File: config.mk
export PLATFORM = sky130hd
export DESIGN_NAME = pong_score_datapath
export DESIGN_NICKNAME = d
export VERILOG_FILES = /design/src/rtl/pong_score_datapath.sv
export SDC_FILE = /design/constraint.sdc
export NUM_CORES = 1
export LEC_CHECK = 0
export BUFFER_PORTS_ARGS = -buffer_cell sky130_fd_sc_hd__buf_2
export CAP_MARGIN = 20
export CORE_UTILIZATION = 35
export CTS_BUF_LIST = sky130_fd_sc_hd__clkbuf_8
export CTS_CLUSTER_SIZE = 24
export DETAILED_ROUTE_END_ITERATION = 12
export PLACE_DENSITY = 0.53
export REMOVE_ABC_BUFFERS = 1
export SYNTH_ARGS = -nofsm -noshare
export SYNTH_HDL_FRONTEND = slang
export SYNTH_SLANG_ARGS = --single-unit
File: constraint.sdc
create_clock -name Clk -period 7.7 [get_ports Clk]
set_clock_uncertainty 0.15 [all_clocks]
set_input_delay 0.385 -clock Clk [delete_from_list [all_inputs] [get_ports Clk]]
set_output_delay 0.385 -clock Clk [all_outputs]
set_load 0.02 [all_outputs]
File: src/rtl/pong_score_datapath.sv
// Score, rally-hit, speed-level and ball-step tick datapath for the 2-player Pong controller.
// All state is synchronous to Clk; Rst_n is a synchronous active-low reset.
module pong_score_datapath #(
    parameter int SCORE_W      = 4,
    parameter int WIN_SCORE    = 7,
    parameter int HIT_W        = 8,
    parameter int HITS_PER_LVL = 4,
    parameter int MAX_LVL      = 3,
    parameter int TICK_BASE    = 50000000,
    parameter int TICK_DEC     = 10000000
) (
    input  logic               Clk,
    input  logic               Rst_n,
    input  logic               P1_ld,
    input  logic               P1_clr,
    input  logic               P2_ld,
    input  logic               P2_clr,
    input  logic               Hit_ld,
    input  logic               Hit_clr,
    input  logic               Lvl_clr,
    input  logic               Step_en,
    output logic [SCORE_W-1:0] p1_score,
    output logic [SCORE_W-1:0] p2_score,
    output logic               winner,
    output logic               win_p2,
    output logic               tie,
    output logic [HIT_W-1:0]   hit_cnt,
    output logic [1:0]         level,
    output logic               step_tick
);

    localparam int LVL_W  = 2;
    localparam int PROG_W = (HITS_PER_LVL > 1) ? $clog2(HITS_PER_LVL) : 1;
    localparam int CNT_W  = (TICK_BASE > 1) ? $clog2(TICK_BASE) : 1;

    localparam logic [SCORE_W-1:0] WIN_VAL   = SCORE_W'(WIN_SCORE);
    localparam logic [HIT_W-1:0]   HIT_MAX   = {HIT_W{1'b1}};
    localparam logic [LVL_W-1:0]   LVL_MAX   = LVL_W'(MAX_LVL);
    localparam logic [PROG_W-1:0]  PROG_LAST = PROG_W'(HITS_PER_LVL - 1);

    logic [SCORE_W-1:0] r_p1;
    logic [SCORE_W-1:0] r_p2;
    logic [HIT_W-1:0]   r_hit;
    logic [PROG_W-1:0]  r_prog;
    logic [LVL_W-1:0]   r_level;
    logic [CNT_W-1:0]   r_cnt;
    logic               r_tick;

    logic               w_p1_win;
    logic               w_p2_win;
    logic               w_winner;
    logic [31:0]        w_period_m1;
    logic               w_cnt_last;

    // Result decode is purely from registered scores, so it trails the ld edge by one cycle.
    assign w_p1_win = (r_p1 == WIN_VAL);
    assign w_p2_win = (r_p2 == WIN_VAL);
    assign w_winner = w_p1_win | w_p2_win;

    always_ff @(posedge Clk) begin
        if (!Rst_n) begin
            r_p1 <= '0;
        end else if (P1_clr) begin
            r_p1 <= '0;
        end else if (P1_ld && !w_winner && (r_p1 < WIN_VAL)) begin
            r_p1 <= r_p1 + 1'b1;
        end
    end

    always_ff @(posedge Clk) begin
        if (!Rst_n) begin
            r_p2 <= '0;
        end else if (P2_clr) begin
            r_p2 <= '0;
        end else if (P2_ld && !w_winner && (r_p2 < WIN_VAL)) begin
            r_p2 <= r_p2 + 1'b1;
        end
    end

    always_ff @(posedge Clk) begin
        if (!Rst_n) begin
            r_hit <= '0;
        end else if (Hit_clr) begin
            r_hit <= '0;
        end else if (Hit_ld && (r_hit != HIT_MAX)) begin
            r_hit <= r_hit + 1'b1;
        end
    end

    // Progress always wraps on the last hit of a level, even once the level has saturated.
    always_ff @(posedge Clk) begin
        if (!Rst_n) begin
            r_prog  <= '0;
            r_level <= '0;
        end else if (Lvl_clr) begin
            r_prog  <= '0;
            r_level <= '0;
        end else if (Hit_clr) begin
            r_prog  <= '0;
        end else if (Hit_ld) begin
            if (r_prog == PROG_LAST) begin
                r_prog <= '0;
                if (r_level != LVL_MAX) begin
                    r_level <= r_level + 1'b1;
                end
            end else begin
                r_prog <= r_prog + 1'b1;
            end
        end
    end

    // ">=" rather than "==" lets a level raise that shortens the period below the
    // current count wrap on the next cycle instead of running off to the counter limit.
    assign w_period_m1 = 32'(TICK_BASE) - (32'(r_level) * 32'(TICK_DEC)) - 32'd1;
    assign w_cnt_last  = (32'(r_cnt) >= w_period_m1);

    always_ff @(posedge Clk) begin
        if (!Rst_n) begin
            r_cnt  <= '0;
            r_tick <= 1'b0;
        end else if (!Step_en) begin
            r_cnt  <= '0;
            r_tick <= 1'b0;
        end else if (w_cnt_last) begin
            r_cnt  <= '0;
            r_tick <= 1'b1;
        end else begin
            r_cnt  <= r_cnt + 1'b1;
            r_tick <= 1'b0;
        end
    end

    assign p1_score  = r_p1;
    assign p2_score  = r_p2;
    assign winner    = w_winner;
    assign tie       = w_p1_win & w_p2_win;
    assign win_p2    = w_p2_win & ~w_p1_win;
    assign hit_cnt   = r_hit;
    assign level     = r_level;
    assign step_tick = r_tick;

endmodule

[Word level (Yosys, flattened, before mapping)]
Cells that the tools add are included.
Storage, ports and cells
  flip-flop bits (word level): 47
  word-level logic and storage cells: 47
Cells by class
  add/sub/neg operators: 8
  $mul: 1
  magnitude comparators: 3
  equality and inequality tests: 5
  muxes and demuxes: 2
  bitwise gates (word level): 7
  reduce and logical (&&, ||, !) cells: 14
Operators with widths (count)
  26-bit by 32-bit greater-or-equal comparator with 1-bit output: 1
  27-bit by 2-bit subtractor with 28-bit output, second input constant: 1
  26-bit by 26-bit subtractor with 27-bit output, first input constant: 1
  26-bit by 1-bit adder with 26-bit output, second input constant: 1
  2-bit by 17-bit multiplier with 19-bit output, second input constant: 1
  4-bit by 1-bit adder with 4-bit output, second input constant: 2
  8-bit by 1-bit adder with 8-bit output, second input constant: 1
  4-bit by 3-bit equality test with 1-bit output, second input constant: 2
  4-bit by 3-bit less-than comparator with 1-bit output, second input constant: 2
  8-bit != test, second input constant: 1
  2-bit OR reduction: 4
  3-bit OR reduction: 2
  1-bit logical AND: 5
  2-bit by 1-bit adder with 2-bit output, second input constant: 2
  1-bit inverter: 4
  4-bit AND reduction: 1
  1-bit AND: 2
  2-bit equality test, second input constant: 1
  2-bit two-way mux: 1
  2-bit != test, second input constant: 1
  2-bit AND reduction: 1
  1-bit logical NOT: 1
  1-bit two-way mux: 1
  1-bit bitwise OR: 1

[Depth between registers and ports, before layout]
Gate-level depths: netlist of the first run.
  depth after elaboration: 5
  depth in mapped cells: 12

[Worst setup path after synthesis of the first run]
Ideal clock, no wire load.
  path kind: register to register
  start: register r_level[0] (netlist: level[0])
  end: register r_cnt[12]
  setup time: 0.065 ns
  arrival: 2.799 ns
  slack: 4.686 ns
  cell stages (with the launch flop): 13
  buffers on the path: 1
  cell sequence: dfxtp_1 inv_1 ha_1 nand4b_1 xnor2_1 xnor2_1 ha_1 a41oi_1 o21ai_0 a22oi_1 nand4_1 buf_2 nor2_1
On the way
  cells in the longest elaborated chain, start to end: 5
Ends and longest elaborated chain
  from (decl): RTL line 45  | logic [LVL_W-1:0] r_level;
  from (signal assigned): RTL line 104  | r_level <= r_level + 1'b1;
  2-bit by 17-bit multiplier with 19-bit output: RTL line 114  | assign w_period_m1 = 32'(TICK_BASE) - (32'(r_level) * 32'(TICK_DEC)) - 32'd1;
  26-bit by 26-bit subtractor with 27-bit output: RTL line 114
  27-bit by 2-bit subtractor with 28-bit output: RTL line 114
  26-bit by 32-bit greater-or-equal comparator with 1-bit output: RTL line 115  | assign w_cnt_last = (32'(r_cnt) >= w_period_m1);
  3-bit OR reduction (no line)
  to (signal assigned): RTL line 128  | r_cnt <= r_cnt + 1'b1;
  to (decl): RTL line 46  | logic [CNT_W-1:0] r_cnt;
Every way passes these cells.
A chain may end at the register's enable or synchronous reset.

[Worst setup path after layout of the first run]
  start: register r_level[0] (netlist: level[0])
  end: register r_cnt[19]
The elaborated chain is that of the path after synthesis.

==> results of run 1 <==
==> worst paths after layout <==
kind | to | depth (start not counted)
min | r_prog[1]$_SDFFE_PP0P_ | 2
min reg2reg | r_cnt[0]$_SDFF_PP0_ | 1
max reg2reg | r_cnt[19]$_SDFF_PP0_ | 12
max | r_cnt[19]$_SDFF_PP0_ | 12
==> cells in the final DEF (no fill, tap or decap), drive strengths merged <==
| cell | netlist | final |
|---|---|---|
| o21ai | 5 | 5 |
| nand3b | 2 | 2 |
| or2 | 1 | 1 |
| nor2 | 52 | 52 |
| clkbuf | 3 | 6 |
| clkinv | 0 | 1 |
| nand2 | 17 | 17 |
| and3 | 1 | 1 |
| nor3b | 3 | 3 |
| a31oi | 2 | 2 |
| inv | 16 | 16 |
| and4 | 4 | 4 |
| xnor2 | 21 | 21 |
| nand3 | 14 | 14 |
| or3 | 3 | 3 |
| dfxtp | 47 | 47 |
| nor4 | 9 | 9 |
| o221ai | 1 | 1 |
| nand4b | 1 | 1 |
| nor2b | 2 | 2 |
| bufinv | 0 | 1 |
| a22oi | 1 | 1 |
| mux2i | 5 | 5 |
| buf | 3 | 32 |
| a41oi | 4 | 4 |
| nand4 | 11 | 11 |
| nor3 | 9 | 9 |
| ha | 33 | 33 |
| nand2b | 5 | 5 |
| xor2 | 13 | 13 |
| o311ai | 1 | 1 |
| a21oi | 13 | 13 |
| and2 | 1 | 1 |
==> kinds of logic after synthesis <==
| family | synth area share [%] |
|---|---|
| fa+ha+maj | 15.3 |
| xor+xnor | 11.0 |
| flops | 34.9 |
| buf+inv | 3.43 |
| compound gates | 6.31 |
| simple gates | 27.2 |
| mux | 1.85 |
==> area by class of cell <==
| class | instances | area [µm²] | share of cell area (%) |
|---|---|---|---|
| Multi-Input combinational cell | 234 | 1670 | 54.2 |
| Sequential cell | 47 | 941 | 30.6 |
| Timing Repair Buffer | 32 | 163 | 5.30 |
| Tap cell | 99 | 124 | 4.03 |
| Clock buffer | 6 | 82.6 | 2.69 |
| Inverter | 16 | 60.1 | 1.96 |
| Clock inverter | 2 | 35.0 | 1.14 |
==> layer usage <==
metal,up-vias,GRT usage (%),share of wire (%)
met1,1018,19.2,49
met5,-,0,0
met3,7,2.62,2.0
met2,16,24.4,47
li1,1117,-,-
met4,0,5.05,1.3
==> metrics by stage <==
step / cells / util, % / total power [mW] / cell area (µm²) / setup slack [ps]
2_1_floorplan: 297 / - / 0.263 / 2670 / 4360
3_3_place_gp: 428 / 40.1 / 0.270 / 2950 / 4720
3_5_place_dp: 428 / 40.1 / 0.270 / 2950 / 4630
4_1_cts: 436 / 41.7 / 0.461 / 3070 / 4610
5_1_grt: 436 / 41.7 / 0.474 / 3070 / 4260
6_report: 436 / 41.7 / 0.455 / 3070 / 4570
==> cell usage after synthesis, types with 4 or more instances <==
library cell | count | area [µm²]
xor2_1 | 13 | 114
nand2_1 | 17 | 63.8
a21oi_1 | 13 | 65.1
nand4_1 | 11 | 68.8
nand3_1 | 12 | 60.1
dfxtp_1 | 47 | 941
nand2b_1 | 5 | 31.3
xnor2_1 | 21 | 184
ha_1 | 33 | 413
mux2i_1 | 5 | 50.1
nor3_1 | 9 | 45.0
and4_1 | 4 | 35.0
nor2_1 | 50 | 188
o21ai_0 | 5 | 25.0
inv_1 | 16 | 60.1
nor4_1 | 4 | 25.0
==> registers in the layout, summed over array words and instances (netlist names) <==
signal / count
r_cnt: 26
hit_cnt: 8
p1_score: 4
p2_score: 4
level: 2
r_prog: 2
step_tick: 1
==> power groups by stage <==
| stage | combinational [mW] | clock [mW] | sequential (mW) |
|---|---|---|---|
| 2_1_floorplan | 0.00952 | 0 | 0.253 |
| 3_3_place_gp | 0.0179 | 0 | 0.252 |
| 3_5_place_dp | 0.0180 | 0 | 0.252 |
| 4_1_cts | 0.0181 | 0.196 | 0.247 |
| 5_1_grt | 0.0204 | 0.207 | 0.247 |
| 6_report | 0.0178 | 0.191 | 0.247 |
==> impl_metrics.csv, run 1 <==
group,metric,value,unit
pwr,comb_power_share,3.9,%
sta,finalSetupViolCount,0,
detailed_routing,drtPass1Iterations,4,
clock_tree,clk_latency,300,ps
placed_design,io_buffer_count,31,
flow_run,cap_violations,0,
pwr,p_int,0.357,mW
layout,fin_nets,379,
clock_tree,clk_pin_slew,90,ps
clock_tree,cts_buffer_depth,2,
logic_synthesis,ys_ff_latch,47,
critical_path,path_max_fanout,26,
critical_path,crit_slowest_cell,"dfxtp_1",
clock_tree,tritoncts,"built",
critical_path,startpoint_type,"flop",
pwr,clkPwrFrac,41.9,%
pwr,switching_share,21.6,%
global_route,grt_max_degree,27,
critical_path,worst_setup_path_end_kind,"flop",
global_route,grt_pass1_wl,9.80,mm
sta,fin_crit_sh,40.7,%
pwr,p_sw,0.0984,mW
global_route,grt-ovfl-total,0,
sta,rsz0062_at_grt,"no",
detailed_routing,postRouteAntennaNets,0,
die,die_y,89.8,µm
global_route,grt_pass1_vias,2040,
critical_path,cpPeakStageDelay,600,ps
critical_path,crit_family,"flip-flops",
pwr,leakage,1.26,nW
clock_tree,post_cts_buffers,0,
critical_path,critical_path_required,7800,ps
detailed_routing,post_drt_wl_per_cell,12.7,µm
critical_path,cp-startpoint,"level[0]$_SDFFE_PP0P_",
clock_tree,cts_sinks,47,
logic_synthesis,syn_area,0.00270,mm²
logic_synthesis,syn_inst,303,
sta,finalHoldViolCount,0,
clock_tree,cts_made_buffers,5,
layout,drive_above_1_share,15.1,%
worst_hold_path,holdCritPathClass,"in2reg",
pwr,seqPwrFrac,54.2,%
global_route,antenna_found_initial,0,
critical_path,cp.arrival,3230,ps
critical_path,crit_type,"reg2reg",
detailed_routing,via_per_inst,4.95,
detailed_routing,vias,2158,
die,die-area,0.00807,mm²
detailed_routing,drt_iter0_drc,80,
sta,fin_hold_ws,145,ps
logic_synthesis,synth_ff_type,"dfxtp_1",
clock_tree,htree_num_levels,2,
sta,drv_slew,0,
detailed_routing,drc,0,
worst_hold_path,hold_start,"Lvl_clr",
logic_synthesis,yosysUniqueCellTypes,37,
critical_path,crit_path_cell_trace,"inv_1 -> ha_1 -> nand4b_1 -> xnor2_1 -> xnor2_1 -> ha_1 -> a41oi_1 -> o21ai_0 -> a22oi_1 -> nand4_1 -> buf_4 -> nor2_1",
clock_tree,cts_resized,0,
pwr,peakVddDrop,102,µV
die,rows,31,
logic_synthesis,synth_edf_count,0,
sta,clock.fmax,0.319,GHz
logic_synthesis,synthArstFlopShare,0,%
placed_design,dp_hpwl,4.20,mm
critical_path,critPathBufInv,2,
sta,period_needed,3130,ps
logic_synthesis,synth_area_per_cell,8.91,µm²
clock_tree,cts-root-buf,"clkbuf_8",
critical_path,r2r-start,"level[0]$_SDFFE_PP0P_",
critical_path,ff2ff_setup_slack,4570,ps
logic_synthesis,yosysWarnings,0,
die,core-area,0.00737,mm²
run_status,status,"finished clean",
sta,finalSetupTns,0,ps
placed_design,gp_congestion,0.800,
layout,area_growth_syn_to_layout,13.8,%
layout,insertedDiodeCount,0,
sta,tightest_slew,767,ps
global_route,track_usage,14.7,%
die,start_util,36.6,%
sta,slew-limit-headroom,48.4,%
die,dieWidth,89.8,µm
layout,fillers,775,
detailed_routing,wirelength,5.53,mm
die,num_io_pins,32,
pwr,powerDensity,148,mW/mm²
clock_tree,ctsHoldBuffers,0,
logic_synthesis,synth_seq_area_share,34.9,%
Power figures use the tool's default switching activity.
==> run 2, diff against run 1 <==
- PLACE_DENSITY: 0.53 -> 0.54
- clock period: 7.7 -> 2.7 ns (I/O delays scaled with it)
==> run 2 against run 1 <==
  * Global-route usage rose by 0.40 points
  * Routed wire length rose by 14%
  * Non-clock buffer count rose by 29
  * The run now ends with setup timing left
==> impl_metrics.csv, run 2 (same netlist as run 1, synthesis figures left out) <==
group,metric,value,unit
critical_path,crit_type,"reg2reg",
die,core-area,0.00737,mm²
critical_path,cpPeakStageDelay,390,ps
detailed_routing,wirelength,6.29,mm
sta,finalHoldViolCount,0,
worst_hold_path,hold_start,"P1_clr",
global_route,antenna_found_initial,0,
sta,fin_ws,-70.5,ps
clock_tree,cts_buffer_depth,2,
global_route,grt_pass1_vias,2047,
layout,insertedDiodeCount,0,
sta,finalSetupViolCount,27,
detailed_routing,post_drt_wl_per_cell,13.6,µm
clock_tree,cts-root-buf,"clkbuf_8",
critical_path,critical_path_required,2750,ps
placed_design,gp_congestion,0.858,
critical_path,crit_slowest_cell,"dfxtp_4",
layout,drive_above_1_share,28.3,%
flow_run,cap_violations,0,
clock_tree,tritoncts,"built",
layout,finalNonFillerCells,463,
detailed_routing,drc,0,
global_route,grt_pass1_wl,9.93,mm
clock_tree,clk_latency,300,ps
critical_path,r2r-start,"level[1]$_SDFFE_PP0P_",
run_status,status,"complete, but fails checks",
die,die_y,89.8,µm
worst_hold_path,holdCritPathClass,"in2reg",
placed_design,io_buffer_count,31,
die,rows,31,
clock_tree,cts_made_buffers,5,
clock_tree,htree_num_levels,2,
detailed_routing,postRouteAntennaNets,0,
global_route,grt_max_degree,14,
layout,post-route-util,47.6,%
critical_path,cp-startpoint,"level[1]$_SDFFE_PP0P_",
run_status,violations,"setup timing",
detailed_routing,drtPass1Iterations,5,
detailed_routing,drt_iter0_drc,74,
detailed_routing,vias,2301,
sta,fin_crit_sh,103,%
sta,period_needed,2770,ps
sta,clock.fmax,0.361,GHz
layout,area_growth_syn_to_layout,30.1,%
critical_path,startpoint_type,"flop",
placed_design,place_inst,436,
die,start_util,36.6,%
critical_path,path_max_fanout,6,
critical_path,crit_path_cell_trace,"buf_12 -> ha_4 -> nand4b_1 -> xnor2_1 -> xnor2_1 -> ha_1 -> buf_6 -> nand4_1 -> nor2_1 -> o311ai_2 -> nand4_1 -> buf_6 -> clkbuf_16 -> nor2_1",
layout,largest_reg_flops,26,
die,die-area,0.00807,mm²
layout,layout_commonest_cell,"dfxtp_1",
pwr,peakVddDrop,150,µV
sta,rsz0062_at_grt,"yes",
critical_path,cp.arrival,2820,ps
placed_design,dp_hpwl,4.25,mm
global_route,track_usage,15.1,%
global_route,grt-ovfl-total,0,
critical_path,worst_setup_path_end_kind,"flop",
die,num_io_pins,32,
clock_tree,cts_sinks,47,
pwr,powerDensity,333,mW/mm²
clock_tree,clk_pin_slew,90,ps
detailed_routing,via_per_inst,4.97,
sta,drv_slew,0,
layout,regMostFlops,"r_cnt",
layout,fin_nets,408,
die,dieWidth,89.8,µm
pwr,report.power.total,1.17,mW
sta,tightest_slew,608,ps
layout,final_cell_mix,"dfxtp_1, nor2_1, buf_2, ha_1, xnor2_1",
pwr,leakage,1.41,nW
sta,slew-limit-headroom,59.4,%
-- run 2: power by group --
group          switching (mW)  internal [mW]
sequential            0.00530          0.696
combinational          0.0372         0.0356
clock                   0.226          0.169
total                   0.269          0.902
-- run 2: metal layers --
layer	GRT usage, %	up-vias	wire length (µm)
met1	19.2	1093	3040
met3	3.13	10	116
met2	25.1	22	3020
li1	-	1176	-
met5	0	-	0
met4	5.74	0	110
-- run 2: layout make-up --
type / instances / area (µm²)
clock buffers: 5 / 68.8
clock inverters: 1 / 3.75
fillers: 738 / 3860
inverters: 16 / 67.6
multi-input cells: 234 / 1830
flip-flops and latches: 47 / 946
well taps: 99 / 124
repair buffers: 61 / 468
-- run 2: per-stage QoR --
stage | setup WS [ps] | cell area (µm²) | hold slack (ps) | setup TNS (ps)
4_1_cts | 3.51 | 3330 | 3.95 | 0
5_1_grt | -230 | 3510 | 33.8 | -5910
2_1_floorplan | -641 | 2670 | 64.3 | -16500
6_report | -70.5 | 3510 | 8.51 | -1510
3_3_place_gp | 92.2 | 3040 | 205 | 0
3_5_place_dp | 25.3 | 3040 | 201 | 0
-- run 2: final timing paths --
| kind | end | slack (ps) | cells past startpoint |
|---|---|---|---|
| setup / recovery | r_cnt[0]$_SDFF_PP0_ | -70 | 14 |
| hold / removal | p1_score[0]$_SDFFE_PP0P_ | 9 | 3 |
| setup reg to reg | r_cnt[0]$_SDFF_PP0_ | -70 | 14 |
| hold reg to reg | r_cnt[0]$_SDFF_PP0_ | 310 | 1 |
-- run 2: critical path: cells and delay by family (launching register included) --
family | cells | cell delay [ps]
AND/OR/NAND/NOR | 5 | 620
buffers and inverters | 4 | 540
XOR/XNOR | 2 | 320
AO/OA/AOI/OAI | 1 | 140
adder cells (fa/ha/maj) | 2 | 500
flip-flops | 1 | 390
-- run 2: what timing repair did --
action                                 CTS  global route
gates resized for setup                 19            29
endpoints found under the hold margin    5             0
hold buffers                             4             0
gates cloned                             1             1
buffers inserted                         9             6
setup endpoints to repair                1            27
pin swaps                                9            17
==> run 3, diff against run 2 <==
- RECOVER_POWER: default -> 50
==> run 3 against run 2 <==
  * The run still ends with setup timing left
  * Worst hold slack better by 1.2 ps
  * Fmax increased by 0.31%
  * Global-route usage is the same
  * Largest cell class unchanged
==> impl_metrics.csv, run 3 (same netlist as run 1, synthesis figures left out) <==
group,metric,value,unit
run_status,status,"complete, but fails checks",
layout,insertedDiodeCount,0,
sta,rsz0062_at_grt,"yes",
critical_path,r2r_end,"r_cnt[0]$_SDFF_PP0_",
detailed_routing,vias,2288,
critical_path,r2r-start,"level[1]$_SDFFE_PP0P_",
sta,slew-limit-headroom,59.3,%
clock_tree,tritoncts,"built",
die,num_io_pins,32,
sta,tightest_slew,610,ps
layout,drive_above_1_share,23.4,%
pwr,powerDensity,335,mW/mm²
global_route,antenna_found_initial,0,
die,rows,31,
critical_path,path_max_fanout,6,
global_route,grt_max_degree,14,
layout,final_cell_mix,"dfxtp_1, nor2_1, ha_1, xnor2_1",
pwr,report.power.total,1.17,mW
run_status,violations,"setup timing",
clock_tree,cts_sinks,47,
worst_hold_path,hold_start,"P1_clr",
detailed_routing,post_drt_wl_per_cell,13.6,µm
worst_hold_path,holdCritPathClass,"in2reg",
critical_path,cp.arrival,2810,ps
global_route,track_usage,15.1,%
placed_design,place_inst,436,
layout,fin_nets,408,
die,die-area,0.00807,mm²
sta,finalHoldViolCount,0,
die,start_util,36.6,%
sta,fin_ws,-62.1,ps
critical_path,startpoint_type,"flop",
layout,layout_commonest_cell,"dfxtp_1",
layout,fillers,749,
layout,area_growth_syn_to_layout,29.3,%
clock_tree,clk_latency,300,ps
layout,regMostFlops,"r_cnt",
detailed_routing,via_per_inst,4.94,
critical_path,ff2ff_setup_slack,-60,ps
clock_tree,clk_pin_slew,80,ps
pwr,peakVddDrop,149,µV
critical_path,crit_type,"reg2reg",
clock_tree,cts_buffer_depth,2,
clock_tree,cts_made_buffers,5,
critical_path,worst_setup_path_end_kind,"flop",
critical_path,r2r_cells,14,
flow_run,cap_violations,0,
sta,finalSetupTns,-1280,ps
clock_tree,cts-root-buf,"clkbuf_8",
critical_path,critical_path_required,2750,ps
layout,finalNonFillerCells,463,
placed_design,dp_slack,25.3,ps
detailed_routing,drtPass1Iterations,6,
detailed_routing,drt_iter0_drc,76,
placed_design,dp_hpwl,4.25,mm
clock_tree,htree_num_levels,2,
global_route,grt-ovfl-total,0,
detailed_routing,wirelength,6.30,mm
sta,clock.fmax,0.362,GHz
worst_hold_path,worstHoldEndpoint,"p1_score[0]$_SDFFE_PP0P_",
die,dieWidth,89.8,µm
die,core-area,0.00737,mm²
detailed_routing,drc,0,
pwr,leakage,1.33,nW
global_route,grt_pass1_wl,9.93,mm
detailed_routing,postRouteAntennaNets,0,
die,die_y,89.8,µm
sta,period_needed,2760,ps
global_route,grt_pass1_vias,2047,
layout,largest_reg_flops,26,
worst_hold_path,worst_hold_path.num_cells,3,
sta,fin_crit_sh,102,%
placed_design,gp_congestion,0.858,
sta,finalSetupViolCount,26,
sta,drv_slew,0,
placed_design,io_buffer_count,31,
==> run 3: cell types whose count changed in the layout (fill, tap and decap cells not counted), sizes merged <==
cell	delta
buf	-18
clkbuf	+18
==> run 3: cell type report <==
class	instances	area, µm²	share of cell area, %
multi-input combinational	234	1830	52.5
timing repair buffer	61	445	12.8
inverter	16	67.6	1.94
clock inverter	1	3.75	0.108
sequential	47	946	27.1
tap	99	124	3.55
clock buffer	5	68.8	1.97
==> run 3: worst max-delay path by stage <==
stage                                      end  cells after the start  slack [ps]                   from
after floorplan           r_cnt[23]$_SDFF_PP0_                     11        -640  level[0]$_SDFFE_PP0P_
after global placement     r_cnt[2]$_SDFF_PP0_                     12          90  level[1]$_SDFFE_PP0P_
after detailed placement  r_cnt[10]$_SDFF_PP0_                     12          30  level[1]$_SDFFE_PP0P_
after CTS                 r_cnt[10]$_SDFF_PP0_                     13           4  level[1]$_SDFFE_PP0P_
after global routing       r_cnt[0]$_SDFF_PP0_                     14        -230  level[1]$_SDFFE_PP0P_
final                      r_cnt[0]$_SDFF_PP0_                     14         -60  level[1]$_SDFFE_PP0P_
==> run 3: repair_timing <==
action | CTS | global route
endpoints found under the hold margin | 5 | 0
setup endpoints to repair | 1 | 27
buffers inserted | 9 | 6
cloned | 1 | 1
hold buffers | 4 | 0
gates resized for setup | 19 | 29
pin swaps | 9 | 17
==> run 3: where the power goes <==
group | switching, mW | total (mW) | internal (mW) | leakage (nW)
combinational | 0.0372 | 0.0718 | 0.0346 | 0.909
clock | 0.226 | 0.395 | 0.169 | 0.0413
sequential | 0.00541 | 0.702 | 0.696 | 0.381
total | 0.268 | 1.17 | 0.900 | 1.33
==> run 3: layer usage <==
layer | GRT usage, % | part of all wire, % | wire, µm
met1 | 19.2 | 48 | 3050
met2 | 25.1 | 48 | 3030
met3 | 3.13 | 1.8 | 114
met4 | 5.74 | 1.7 | 110
met5 | 0 | 0 | 0
==> run 3: worst max-delay path, stage by stage, from the launching register on <==
cell       delay, ps
dfxtp_4          390
buf_12           130
ha_4             160
nand4b_1         140
xnor2_1          200
xnor2_1          110
ha_1             340
buf_6            110
nand4_1          110
nor2_1           160
o311ai_2         140
nand4_1          170
buf_6            150
clkbuf_16        150
nor2_1            40
==> run 3: metrics by stage <==
step | area, µm² | hold WS, ps | utilization [%]
6_report | 3490 | 9.75 | 47.3
5_1_grt | 3490 | 34.2 | 47.3
4_1_cts | 3330 | 3.95 | 45.2
3_5_place_dp | 3040 | 201 | 41.2
3_3_place_gp | 3040 | 205 | 41.2
2_1_floorplan | 2670 | 64.3 | -
